===== config.mk =====
export PLATFORM = sky130hd
export DESIGN_NAME = crossfade_sequencer
export DESIGN_NICKNAME = d
export VERILOG_FILES = /design/src/rtl/crossfade_seq_pkg.sv /design/src/rtl/crossfade_sequencer_tick_divider.sv /design/src/rtl/crossfade_sequencer.sv
export SDC_FILE = /design/constraint.sdc
export NUM_CORES = 1
export LEC_CHECK = 0
export CORE_ASPECT_RATIO = 1.5
export CORE_UTILIZATION = 60
export DETAILED_ROUTE_END_ITERATION = 12
export GPL_TIMING_DRIVEN = 0
export PLACE_DENSITY = 0.91
export SKIP_CTS_REPAIR_TIMING = 1
export SYNTH_ARGS = -nofsm -noshare
export SYNTH_HDL_FRONTEND = slang
export SYNTH_HIERARCHICAL = 1
export SYNTH_SLANG_ARGS = --single-unit

===== constraint.sdc =====
create_clock -name clk_i -period 3.5 [get_ports clk_i]
set_clock_uncertainty 0.2 [all_clocks]
set_input_delay 0.525 -clock clk_i [delete_from_list [all_inputs] [get_ports clk_i]]
set_output_delay 0.525 -clock clk_i [all_outputs]
set_load 0.1 [all_outputs]

===== src/rtl/crossfade_seq_pkg.sv =====
// ============================================================================
// Module  : crossfade_seq_pkg
// Brief   : Shared state encoding, level limits and saturating helpers for
//           the crossfade sequencer.
// Rev     : 1.0  initial release
// ============================================================================
`default_nettype none

package crossfade_seq_pkg;

  typedef enum logic [1:0] {
    HOLD_1    = 2'd0,
    RAMP_UP   = 2'd1,
    HOLD_2    = 2'd2,
    RAMP_DOWN = 2'd3
  } seq_state_t;

  localparam logic [7:0] LEVEL_MIN = 8'd0;
  localparam logic [7:0] LEVEL_MAX = 8'd255;

  // Add with clamp at LEVEL_MAX so the level can never wrap upward.
  function automatic logic [7:0] sat_add(input logic [7:0] a, input logic [7:0] b);
    logic [8:0] s;
    s = {1'b0, a} + {1'b0, b};
    return s[8] ? LEVEL_MAX : s[7:0];
  endfunction

  // Subtract with clamp at LEVEL_MIN so the level can never wrap downward.
  function automatic logic [7:0] sat_sub(input logic [7:0] a, input logic [7:0] b);
    return (a < b) ? LEVEL_MIN : (a - b);
  endfunction

endpackage

`default_nettype wire


===== src/rtl/crossfade_sequencer_tick_divider.sv =====
// ============================================================================
// Module  : tick_divider
// Brief   : Counts sample ticks against a rate latched at ramp entry and
//           strobes once every rate+1 ticks.
// Rev     : 1.0  initial release
// ============================================================================
`default_nettype none

module tick_divider #(
  parameter int RATE_W = 8
) (
  input  logic              i_clk,
  input  logic              i_rst_n,
  input  logic              i_clear,
  input  logic              i_load,
  input  logic [RATE_W-1:0] i_rate,
  input  logic              i_tick,
  output logic              o_step
);

  logic [RATE_W-1:0] r_cnt;
  logic [RATE_W-1:0] r_rate;

  // Step on the tick that finds the counter already at the latched rate.
  assign o_step = i_tick && (r_cnt == r_rate);

  // Counter and rate latch; clear wins over tick so a restart never steps.
  always_ff @(posedge i_clk or negedge i_rst_n) begin
    if (!i_rst_n) begin
      r_cnt  <= '0;
      r_rate <= '0;
    end else if (i_clear) begin
      r_cnt <= '0;
      if (i_load) begin
        r_rate <= i_rate;
      end
    end else if (i_tick) begin
      if (r_cnt == r_rate) begin
        r_cnt <= '0;
      end else begin
        r_cnt <= r_cnt + 1'b1;
      end
    end
  end

endmodule

`default_nettype wire


===== src/rtl/crossfade_sequencer.sv =====
// ============================================================================
// Module  : crossfade_sequencer
// Brief   : Ramps an 8-bit crossfader level between 0 and 255 following sel_i,
//           one STEP every rate+1 sample ticks.
// Config  : CROSSFADE_SEQ_REVERSE_EN - reverse a ramp in flight when sel_i
//           flips instead of finishing it first.
// Rev     : 1.0  initial release
// ============================================================================
`default_nettype none

module crossfade_sequencer
  import crossfade_seq_pkg::*;
#(
  parameter int STEP   = 1,
  parameter int RATE_W = 8
) (
  input  logic              clk_i,
  input  logic              rst_n_i,
  input  logic              sample_tick_i,
  input  logic              sel_i,
  input  logic [RATE_W-1:0] rate_i,
  output logic [7:0]        level_o,
  output logic              busy_o,
  output logic              done_o
);

  localparam logic [7:0] c_STEP = 8'(STEP);

  seq_state_t r_state;
  seq_state_t w_state_nxt;
  logic [7:0] r_level;
  logic [7:0] w_level_nxt;
  logic       r_busy;
  logic       w_busy_nxt;
  logic       r_done;
  logic       w_done_nxt;
  logic       w_in_ramp;
  logic       w_load;
  logic       w_reverse;
  logic       w_clear;
  logic       w_div_tick;
  logic       w_step;
  logic [7:0] w_lvl_up;
  logic [7:0] w_lvl_dn;

  assign w_in_ramp = (r_state == RAMP_UP) || (r_state == RAMP_DOWN);
  assign w_load    = ((r_state == HOLD_1) && sel_i) || ((r_state == HOLD_2) && !sel_i);

`ifdef CROSSFADE_SEQ_REVERSE_EN
  assign w_reverse = ((r_state == RAMP_UP) && !sel_i) || ((r_state == RAMP_DOWN) && sel_i);
`else
  assign w_reverse = 1'b0;
`endif

  // Ticks only count while ramping; a reversal swallows its cycle's tick.
  assign w_clear    = w_load || w_reverse;
  assign w_div_tick = sample_tick_i && w_in_ramp && !w_reverse;
  assign w_lvl_up   = sat_add(r_level, c_STEP);
  assign w_lvl_dn   = sat_sub(r_level, c_STEP);

  tick_divider #(
    .RATE_W (RATE_W)
  ) u_tick_divider (
    .i_clk   (clk_i),
    .i_rst_n (rst_n_i),
    .i_clear (w_clear),
    .i_load  (w_load),
    .i_rate  (rate_i),
    .i_tick  (w_div_tick),
    .o_step  (w_step)
  );

  // State register.
  always_ff @(posedge clk_i or negedge rst_n_i) begin
    if (!rst_n_i) begin
      r_state <= HOLD_1;
    end else begin
      r_state <= w_state_nxt;
    end
  end

  // Next-state: start on a sel mismatch, finish when a step hits the endpoint.
  always_comb begin
    w_state_nxt = r_state;
    case (r_state)
      HOLD_1:    if (sel_i) w_state_nxt = RAMP_UP;
      RAMP_UP: begin
        if (w_reverse) begin
          w_state_nxt = RAMP_DOWN;
        end else if (w_step && (w_lvl_up == LEVEL_MAX)) begin
          w_state_nxt = HOLD_2;
        end
      end
      HOLD_2:    if (!sel_i) w_state_nxt = RAMP_DOWN;
      RAMP_DOWN: begin
        if (w_reverse) begin
          w_state_nxt = RAMP_UP;
        end else if (w_step && (w_lvl_dn == LEVEL_MIN)) begin
          w_state_nxt = HOLD_1;
        end
      end
      default:   w_state_nxt = HOLD_1;
    endcase
  end

  // Output decode, computed one cycle ahead so the outputs can be registered.
  always_comb begin
    w_level_nxt = r_level;
    if (w_step) begin
      if (r_state == RAMP_UP) begin
        w_level_nxt = w_lvl_up;
      end else if (r_state == RAMP_DOWN) begin
        w_level_nxt = w_lvl_dn;
      end
    end
    w_busy_nxt = (w_state_nxt == RAMP_UP) || (w_state_nxt == RAMP_DOWN);
    w_done_nxt = ((r_state == RAMP_UP)   && (w_state_nxt == HOLD_2)) ||
                 ((r_state == RAMP_DOWN) && (w_state_nxt == HOLD_1));
  end

  // Registered outputs.
  always_ff @(posedge clk_i or negedge rst_n_i) begin
    if (!rst_n_i) begin
      r_level <= LEVEL_MIN;
      r_busy  <= 1'b0;
      r_done  <= 1'b0;
    end else begin
      r_level <= w_level_nxt;
      r_busy  <= w_busy_nxt;
      r_done  <= w_done_nxt;
    end
  end

  assign level_o = r_level;
  assign busy_o  = r_busy;
  assign done_o  = r_done;

endmodule

`default_nettype wire


==> impl_results.md <==
- Mapped Cells: about 200
- Crit-path slowest cell: a2111oi_0
- Status: completed
- Place WS: between 0.2 and 0.25 ns
- Fmax: around 0.32 GHz
- Register-to-Register Path Depth: 7
- Number of synthesized flops with an enable pin: 0
- Via Count: ~1600
- Total gr overflow: 0
- # setup viols final: 0
- Worst EP arrival: roughly 3.1 ns
- Syn Nets: about 220
- Min-delay worst type: input port to async pin
- Layout cells sized above 1: 11.9%
- Worst setup path class: input port to register
- HPWL Detailed: 3160 um
- # Max-Cap Violations: 0
- Tcrit/Tclk final: approximately nine tenths
- Worst-Skew Late Latency: about 0.27 ns
- Layout fillers: 226
- RD Place Congestion: around 0.97
- PortBufs: 21
- Final WS setup: between 0.3 and 0.4 ns
- Post-route DRC: 0
- CTS sink cnt: 27
- Num ports: 22
- Vias in the first global route: between 1500 and 2000
- 1st-iter DRT viols: between 100 and 150
- Setup_tns: 0 ns
- Main flop type after synthesis: dfrtp_1
- Clock slew seen by the registers of the worst setup and hold paths: 0.09 ns
- Largest net degree at the start of global routing: 28
- Top Family by Delay on Critical Path: simple AND/OR/NAND/NOR gates
- First-pass detailed-route iteration total: 4
- Initial antenna violation count: 0
- First-pass GRT wire length: 7240 um
- TritonCTS clock tree: yes
- Synth cell types: between 60 and 70
- Syn. warnings: 6
- Leakage: 0.863 nW
- Async SR Flop Fraction: 100%
- Row count: 24
- Max Slew Vio Count: 0
- Cell Chain, Critical Path: clkdlybuf4s50_1 > and2_1 > inv_1 > nor3_1 > nand2_1 > a2111oi_0 > nand4_1 > o211a_1
- Starting Density: 63.1%
- WL final: around 4400 um
- Die area: roughly 3300 sq um
- Antenna Cells: 0
- Crit path largest cell delay: between 0.6 and 0.7 ns
- Maximum clock insertion buffer count: 2
- Commonest non-fill, non-tap cells in the layout: dfrtp_1 (27), nor2_1 (20), clkdlybuf4s50_1 (20), nand2_1 (15)
- Min cycle time layout: ~3.2 ns
- Number of hold violations in the final report: 0
- Synthesized area: between 1500 and 2000 sq um
- Drt wl/cell: 16.5 um
- Critical Path RT: 3.47 ns
- Least-Margin Pin Slew: ~0.97 ns
- Peak VDD IR: between 0.0006 and 0.0007 V
- Die height: between 60 and 70 um
- Critical Path Fanout Max: 6
- RSZ-0062 raised after global routing: false
- Commonest non-fill, non-tap cell in the layout: dfrtp_1
- Worst Setup End Kind: register
- Num CTS Buffers: 3
- Register area share after synthesis: between 30% and 40%
- Area growth, synth to finish: 16.3%
- H-tree levels: 1
- Final Net Count: 242
- Core area: ~3000 sq um
- Seq cells post-synth: 27
- Drt via density: a little over 6
- WP buf/inv: 2
- Width of the die: around 47 um
- Slew Limit Headroom: 34.8%
- Total GRT Usage: 29.7%
- Stages on worst setup path: 8
- Clk root buf: clkbuf_8
- Antenna Violating Nets Remaining: 0
- PD cells: slightly below 800 nW/um^2
- Setup crit start kind: input port
- Synth Area per Inst: between 9 and 10 sq um
-- final timing paths --
path | start | end | slack, ns
max in group asynchronous | rst_n_i | u_tick_divider/r_rate[1] | 2.66
min in group clk_i | u_tick_divider/r_rate[1] | u_tick_divider/r_rate[1] | 0.34
worst max register to register | r_state[0] | r_state[1] | 0.46
worst min-delay path | rst_n_i | u_tick_divider/r_rate[7] | 0.05
worst max-delay path | sample_tick_i | r_state[1] | 0.35
worst min register to register | u_tick_divider/r_rate[1] | u_tick_divider/r_rate[1] | 0.34
-- flip-flops by register name, summed over array words and instances (netlist names) --
signal / count
level_o: 8
r_state: 2
u_tick_divider/r_cnt: 8
done_o: 1
u_tick_divider/r_rate: 8
-- cell families after synthesis --
| logic type | synth area share, % |
|---|---|
| and+or+nand+nor | 21.9 |
| AOI/OAI and AO/OA | 20.1 |
| DFF | 36.7 |
| buffers and inverters | 5.58 |
| xor gates and xnor gates | 7.62 |
| muxes | 5.99 |
| adders and majority gates | 2.04 |
-- cell usage after synthesis (2+ instances only) --
library cell / count / area (sq um)
dfrtp_1: 27 / 676
nor2_1: 20 / 75.1
nand2_1: 15 / 56.3
o21ai_0: 14 / 70.1
xnor2_1: 14 / 123
inv_1: 9 / 33.8
nand3_1: 9 / 45.0
mux2_2: 8 / 90.1
a21oi_1: 6 / 30.0
clkbuf_1: 5 / 18.8
nor3_1: 4 / 20.0
a31oi_1: 3 / 18.8
ha_1: 3 / 37.5
nand4_1: 3 / 18.8
or3_1: 3 / 18.8
and2_1: 2 / 12.5
and3_1: 2 / 12.5
buf_2: 2 / 10.0
mux2i_1: 2 / 20.0
nand2b_1: 2 / 12.5
nand4_2: 2 / 25.0
nor4_1: 2 / 12.5
o2111ai_1: 2 / 17.5
o211a_1: 2 / 20.0
o311ai_0: 2 / 17.5
o311ai_1: 2 / 17.5
xor2_1: 2 / 17.5
-- routing by layer --
layer	GRT usage [%]	wire length [um]	vias up
met5	0	0	-
met4	13.3	129	0
met3	2.34	202	15
met2	48.9	2270	65
met1	37.8	1760	773
li1	-	-	784
-- worst register-to-register path, stage by stage (launching register included) --
cell	delay [ns]
dfrtp_1	0.52
and2_1	0.29
inv_1	0.12
nor3_1	0.52
nand2_1	0.14
a2111oi_0	0.61
nand4_1	0.26
o211a_1	0.27
-- per-stage QoR --
step / hold WS, ns / total power, W / utilization, % / instance area [sq um] / cells
CTS: 0.341 / 0.00170 / 73.6 / 2140 / 265
detailed placement: 0.322 / 0.00152 / 72.0 / 2100 / 261
finish: 0.0486 / 0.00170 / 73.4 / 2140 / 265
floorplan: 0.0294 / 0.00128 / - / 1840 / 201
global placement: 0.310 / 0.00150 / 72.0 / 2100 / 261
global route: 0.110 / 0.00181 / 73.4 / 2140 / 265
-- report_power, final --
| group | total, W | internal [W] | switching [W] |
|---|---|---|---|
| clock | 0.000176 | 0.0000816 | 0.0000941 |
| sequential | 0.000492 | 0.000393 | 0.0000988 |
| combinational | 0.00103 | 0.000340 | 0.000692 |
-- area by class of cell --
class,count,area (sq um),share of cell area (%)
multi-input cells,154,1060,49.6
flip-flops and latches,27,676,31.6
plain buffers,11,68.8,3.22
repair buffers,21,205,9.60
inverters,9,33.8,1.58
clock buffers,4,45.0,2.11
well taps,39,48.8,2.28
(Power assumes the default switching activity.)
